## src/rtl/register_file_mp.sv

```systemverilog
// ---------------------------------------------------------------------------
// register_file_mp
//   Parametrised integer register file with two write ports and two
//   combinational read ports. Register 0 is hard-wired to zero. After reset
//   the file zeroes registers 1..NREGS-1, one per clock, before it accepts
//   writes or returns stored data. A same-address write on both ports is
//   resolved in favour of port B and reported one cycle later.
//
// Configuration macro:
//   RF_BYPASS_EN  when defined, a write in progress to a read address is
//                 forwarded to that read port in the same cycle (port B
//                 data takes priority over port A).
//
// Ports:
//   clk          rising-edge clock
//   rst          synchronous reset, active-high
//   rf_ready     1 once the clear has finished (writes accepted, reads valid)
//   we_a/wa_a/wd_a  write port A (ALU writeback)
//   we_b/wa_b/wd_b  write port B (load / late writeback)
//   a1/a2        read addresses
//   rd1/rd2      read data, combinational
//   wr_conflict  one-cycle pulse: both ports wrote the same nonzero address
// ---------------------------------------------------------------------------
module register_file_mp #(
  parameter int XLEN = 32,
  parameter int NREGS = 32,
  localparam int AW = $clog2(NREGS)
) (
  input  logic            clk,
  input  logic            rst,
  output logic            rf_ready,
  input  logic            we_a,
  input  logic [AW-1:0]   wa_a,
  input  logic [XLEN-1:0] wd_a,
  input  logic            we_b,
  input  logic [AW-1:0]   wa_b,
  input  logic [XLEN-1:0] wd_b,
  input  logic [AW-1:0]   a1,
  input  logic [AW-1:0]   a2,
  output logic [XLEN-1:0] rd1,
  output logic [XLEN-1:0] rd2,
  output logic            wr_conflict
);

  typedef enum logic {
    CLEAR = 1'b0,
    RUN   = 1'b1
  } state_e;

  state_e          state_q, state_d;
  logic [AW-1:0]   clr_cnt_q, clr_cnt_d;
  logic            wr_conflict_q, wr_conflict_d;
  logic [XLEN-1:0] regs_q [NREGS];

  logic accept;
  logic wr_a_en;
  logic wr_b_en;
  logic same_addr;

  // The file is only usable in RUN and outside reset; everything else is
  // gated by this single qualifier so writes, forwarding and reads agree.
  assign accept    = (state_q == RUN) && !rst;
  assign wr_a_en   = accept && we_a && (wa_a != '0);
  assign wr_b_en   = accept && we_b && (wa_b != '0);
  assign same_addr = wr_a_en && wr_b_en && (wa_a == wa_b);

  assign rf_ready    = accept;
  assign wr_conflict = wr_conflict_q;

  // Next-state logic: CLEAR walks clr_cnt from 1 up to NREGS-1 and moves to
  // RUN on the cycle that writes the last register. RUN is left only by rst.
  always_comb begin
    state_d       = state_q;
    clr_cnt_d     = clr_cnt_q;
    wr_conflict_d = same_addr;
    case (state_q)
      CLEAR: begin
        clr_cnt_d = clr_cnt_q + AW'(1);
        if (clr_cnt_q == AW'(NREGS - 1)) begin
          state_d = RUN;
        end
      end
      RUN: begin
        state_d = RUN;
      end
    endcase
  end

  // State register plus storage. The array is not reset directly; the clear
  // sequence zeroes it. Port A is suppressed on a same-address collision so
  // port B's data is the one stored.
  always_ff @(posedge clk) begin
    if (rst) begin
      state_q       <= CLEAR;
      clr_cnt_q     <= AW'(1);
      wr_conflict_q <= 1'b0;
    end else begin
      state_q       <= state_d;
      clr_cnt_q     <= clr_cnt_d;
      wr_conflict_q <= wr_conflict_d;
      if (state_q == CLEAR) begin
        regs_q[clr_cnt_q] <= '0;
      end
      if (wr_a_en && !same_addr) begin
        regs_q[wa_a] <= wd_a;
      end
      if (wr_b_en) begin
        regs_q[wa_b] <= wd_b;
      end
    end
  end

  // Read ports. Address 0 and a not-ready file both read as zero; with
  // forwarding enabled the port B check comes last so it has priority.
  always_comb begin
    rd1 = '0;
    rd2 = '0;
    if (accept && (a1 != '0)) begin
      rd1 = regs_q[a1];
`ifdef RF_BYPASS_EN
      if (wr_a_en && (wa_a == a1)) rd1 = wd_a;
      if (wr_b_en && (wa_b == a1)) rd1 = wd_b;
`endif
    end
    if (accept && (a2 != '0)) begin
      rd2 = regs_q[a2];
`ifdef RF_BYPASS_EN
      if (wr_a_en && (wa_a == a2)) rd2 = wd_a;
      if (wr_b_en && (wa_b == a2)) rd2 = wd_b;
`endif
    end
  end

endmodule

```

## config.mk

```make
export PLATFORM = sky130hd
export DESIGN_NAME = register_file_mp
export DESIGN_NICKNAME = d
export VERILOG_FILES = /design/src/rtl/register_file_mp.sv
export SDC_FILE = /design/constraint.sdc
export NUM_CORES = 2
export LEC_CHECK = 0
export ABC_AREA = 0
export BUFFER_PORTS_ARGS = -buffer_cell sky130_fd_sc_hd__buf_2
export CAP_MARGIN = 20
export CORE_UTILIZATION = 36
export CTS_BUF_LIST = sky130_fd_sc_hd__clkbuf_4
export CTS_CLUSTER_SIZE = 28
export DETAILED_ROUTE_END_ITERATION = 7
export GPL_TIMING_DRIVEN = 0
export PLACE_DENSITY_LB_ADDON = 0.25
export SYNTH_ARGS = -nofsm -noshare
export SYNTH_HDL_FRONTEND = slang
export SYNTH_SLANG_ARGS = --single-unit
```

## constraint.sdc

```tcl
create_clock -name clk -period 18.4 [get_ports clk]
set_input_delay 5.52 -clock clk [delete_from_list [all_inputs] [get_ports clk]]
set_output_delay 5.52 -clock clk [all_outputs]
set_load 0.05 [all_outputs]
```

==> impl_metrics.py <==
metrics = {
    "clock_tree": {
        "cts_post_setup_buffers_inserted": 0,
        "cts_max_level": 5,
        "clock-sinks": 1031,
        "clock_slew_at_the_register_clock_pins_of_the_worst_setup_and_hold_paths_ps": 60,
        "cts_tree": "built",
        "tritoncts.num_buffers": 309,
        "clk_latency_ps": 1400,
        "clock_tree.root_cell": "clkbuf_4",
        "cts-resized-gates": 0,
        "clockBufferDepth": 4,
        "hold_buffers": 0,
    },
    "detailed_routing": {
        "drc": 0,
        "dr.first_iter.drc_count": 7111,
        "dr_wl_met3_mm": 36.5,
        "routedWlPerCell_microns": 36.6,
        "detail_route.wirelength_mm": 267,
        "via_count": 46800,
        "post_route_met1_wirelength_mm": 94.3,
        "pre_repair_dr_iteration_count": 6,
        "via_per_inst": 6.40,
        "route.top_layer_used": "met5",
        "sum_of_met2_wire_segment_lengths_after_detailed_routing_mm": 117,
        "ant_nets": 0,
    },
    "sta": {
        "fin_crit_sh_pct": 79.1,
        "final.setup_skew_ps": 122,
        "setup_ws_ps": 3840,
        "finalSetupViolCount": 0,
        "finalHoldViolations": 0,
        "timing.final.crit_period_ps": 14560,
        "max_slew_violation_count": 0,
        "worst_slew_pin_slew_ps": 1390,
        "timing.fmax_mhz": 68.7,
        "setup_tns_ps": 0,
        "relSlewSlack_pct": 7.17,
        "unrepaired_setup_endpoints_after_global_routing": "false",
    },
    "logic_synthesis": {
        "ys_dominant_reg_cell": "edfxtp_1",
        "number_of_standard_cells_after_synthesis": 4370,
        "synth_most_common_cell": "edfxtp_1",
        "synth_edf_count": 1024,
        "synth.top_cell.area_share_pct": 51.4,
        "synth_seq_cells": 1031,
        "yosys-top-cells-area": "edfxtp_1 51%, mux4_2 19%, mux2_2 7.2%",
        "avgSynthCellArea_sq_um": 13.7,
        "synth.yosys.seq_area_share_pct": 51.7,
        "synth-warning-count": 0,
        "synth.net_count": 4460,
        "synth-async-reset-ratio_pct": 0,
        "post_synth_instance_area_sq_mm": 0.0598,
        "synth_cell_types": 51,
        "synth.cells.most_frequent": "1024 x edfxtp_1, 640 x nand2_1, 610 x o21ai_0",
        "synth_area_leader_cell": "edfxtp_1",
    },
    "finish": {
        "n_fill_cell": 15400,
        "stdcell_area_sq_mm": 0.0693,
        "finish.utilization_pct": 42.1,
        "layout-drive-gt1-share_pct": 38.0,
        "areaGrowthSynthToFinish_pct": 16.0,
        "num-nets-final": 5027,
        "finalNonFillerCells": 7315,
    },
    "flow_run": {
        "max-cap-violations": 0,
    },
    "place": {
        "pre_cts_slack_ps": 3980,
        "finalWeightedCongestion": 0.946,
        "placedInstanceArea_sq_mm": 0.0656,
        "numPlacedInstances": 6804,
        "numPortBuffers": 143,
        "dpl.hpwl_mm": 191,
    },
    "die": {
        "die-height_microns": 409,
        "core_area_sq_mm": 0.165,
        "fp.dieArea_sq_mm": 0.168,
        "floorplan.die.width_microns": 409,
        "num_rows": 149,
        "ioPinCount": 154,
        "floorplan.initialDensity_pct": 36.3,
    },
    "setup_path": {
        "cp_max_fo": 10,
        "endpoint_kind": "output pin",
        "worst-endpoint-arrival_ps": 9040,
        "critPathLaunch": "a1[1]",
        "timing.critical_path.from_type": "input pin",
        "timing.setup.critical_path_class": "in2out",
        "cp_data_required_time_ps": 12880,
        "r2r_start": "state_q$_SDFF_PP0_",
    },
    "global_route": {
        "number_of_antenna_violations_at_the_first_check_in_global_routing": 9,
        "gr-total-overflow": 0,
        "grt_pass1_wl_mm": 357,
        "track_usage_pct": 31.2,
        "pin_count_of_the_biggest_net_entering_global_routing": 22,
        "grt_pass1_vias": 45200,
    },
    "power_and_ir_drop": {
        "vdd_drop_max_uv": 71.5,
        "total_leakage_power_nw": 22.8,
        "power-per-cell-area_mw_per_mm2": 74.8,
    },
    "run_status": {
        "status": "complete, no violations",
    },
    "min_path": {
        "hp-class": "reg2reg",
        "timing.hold.worst.start": "clr_cnt_q[4]$_SDFFE_PP0N_",
    },
}
[worst paths after layout]
check | endpoint | slack [ps] | cells past startpoint
max reg2reg | regs_q[27][20]$_DFFE_PP_ | 14000 | 8
min reg2reg | state_q$_SDFF_PP0_ | 610 | 3
max | rd1[0] | 3840 | 8
min | state_q$_SDFF_PP0_ | 610 | 3
[placed cells by master, fill, tap and decap left out, types with 13 or more instances in the layout]
| cell type | Yosys | routed |
|---|---|---|
| buf_1 | 47 | 38 |
| buf_12 | 0 | 45 |
| buf_16 | 0 | 13 |
| buf_2 | 112 | 264 |
| buf_4 | 16 | 17 |
| buf_6 | 45 | 49 |
| buf_8 | 0 | 48 |
| clkbuf_1 | 327 | 320 |
| clkbuf_4 | 0 | 439 |
| clkinv_1 | 0 | 43 |
| edfxtp_1 | 1024 | 1024 |
| inv_2 | 32 | 33 |
| mux2_2 | 384 | 384 |
| mux2i_1 | 258 | 258 |
| mux4_2 | 512 | 512 |
| nand2_1 | 640 | 640 |
| nand2_2 | 19 | 19 |
| nor2_1 | 15 | 14 |
| nor3_1 | 19 | 19 |
| o21ai_0 | 610 | 598 |
| o22ai_1 | 136 | 128 |
| or2_1 | 13 | 13 |
| or2_2 | 55 | 55 |
[kinds of logic after synthesis]
kind of cell,count (synthesis),synth area share [%]
AOI/OAI and AO/OA,792,7.11
buffers and inverters,585,4.57
xor gates and xnor gates,8,0.117
adders and majority gates,2,0.0419
muxes,1154,30.8
and+or+nand+nor,798,5.62
DFF,1031,51.7
[through the flow]
step	hold slack, ps	power [W]
floorplan	548	0.00286
detailed placement	607	0.00304
global placement	585	0.00302
global route	664	0.00530
finish	607	0.00519
CTS	621	0.00516
[final cells by class]
cell class / instances / area (sq um) / share of cell area [%]
Sequential cell: 1031 / 30900 / 44.6
Multi-Input combinational cell: 2754 / 26500 / 38.3
Clock buffer: 439 / 3300 / 4.76
Timing Repair Buffer: 256 / 2800 / 4.04
Tap cell: 2189 / 2740 / 3.95
Buffer: 547 / 2610 / 3.77
Clock inverter: 54 / 265 / 0.383
Inverter: 38 / 143 / 0.206
Antenna cell: 7 / 17.5 / 0.0253
[per-layer routing]
| layer | track usage (%) | vias to the layer above |
|---|---|---|
| li1 | - | 18300 |
| met1 | 38.4 | 23600 |
| met2 | 46.7 | 3996 |
| met3 | 11.0 | 964 |
| met4 | 19.8 | 6 |
| met5 | 0.287 | - |
[flip-flops by register name, indices dropped and copies added (netlist names)]
| register | count |
|---|---|
| clr_cnt_q | 5 |
| state_q | 1 |
| regs_q | 1024 |
| wr_conflict | 1 |
[where the power goes]
| part | internal [W] | switching [W] |
|---|---|---|
| Clock | 0.00111 | 0.00108 |
| Sequential | 0.00257 | 0.0000101 |
| Combinational | 0.000152 | 0.000266 |
[worst max-delay path, stage by stage]
cell and delay [ps]:
clkbuf_1 220, clkbuf_1 620, clkbuf_1 1010, mux4_2 430, mux2i_1 350, o22ai_1 140, or2_2 460, buf_2 260
Power figures use the tool's default switching activity.
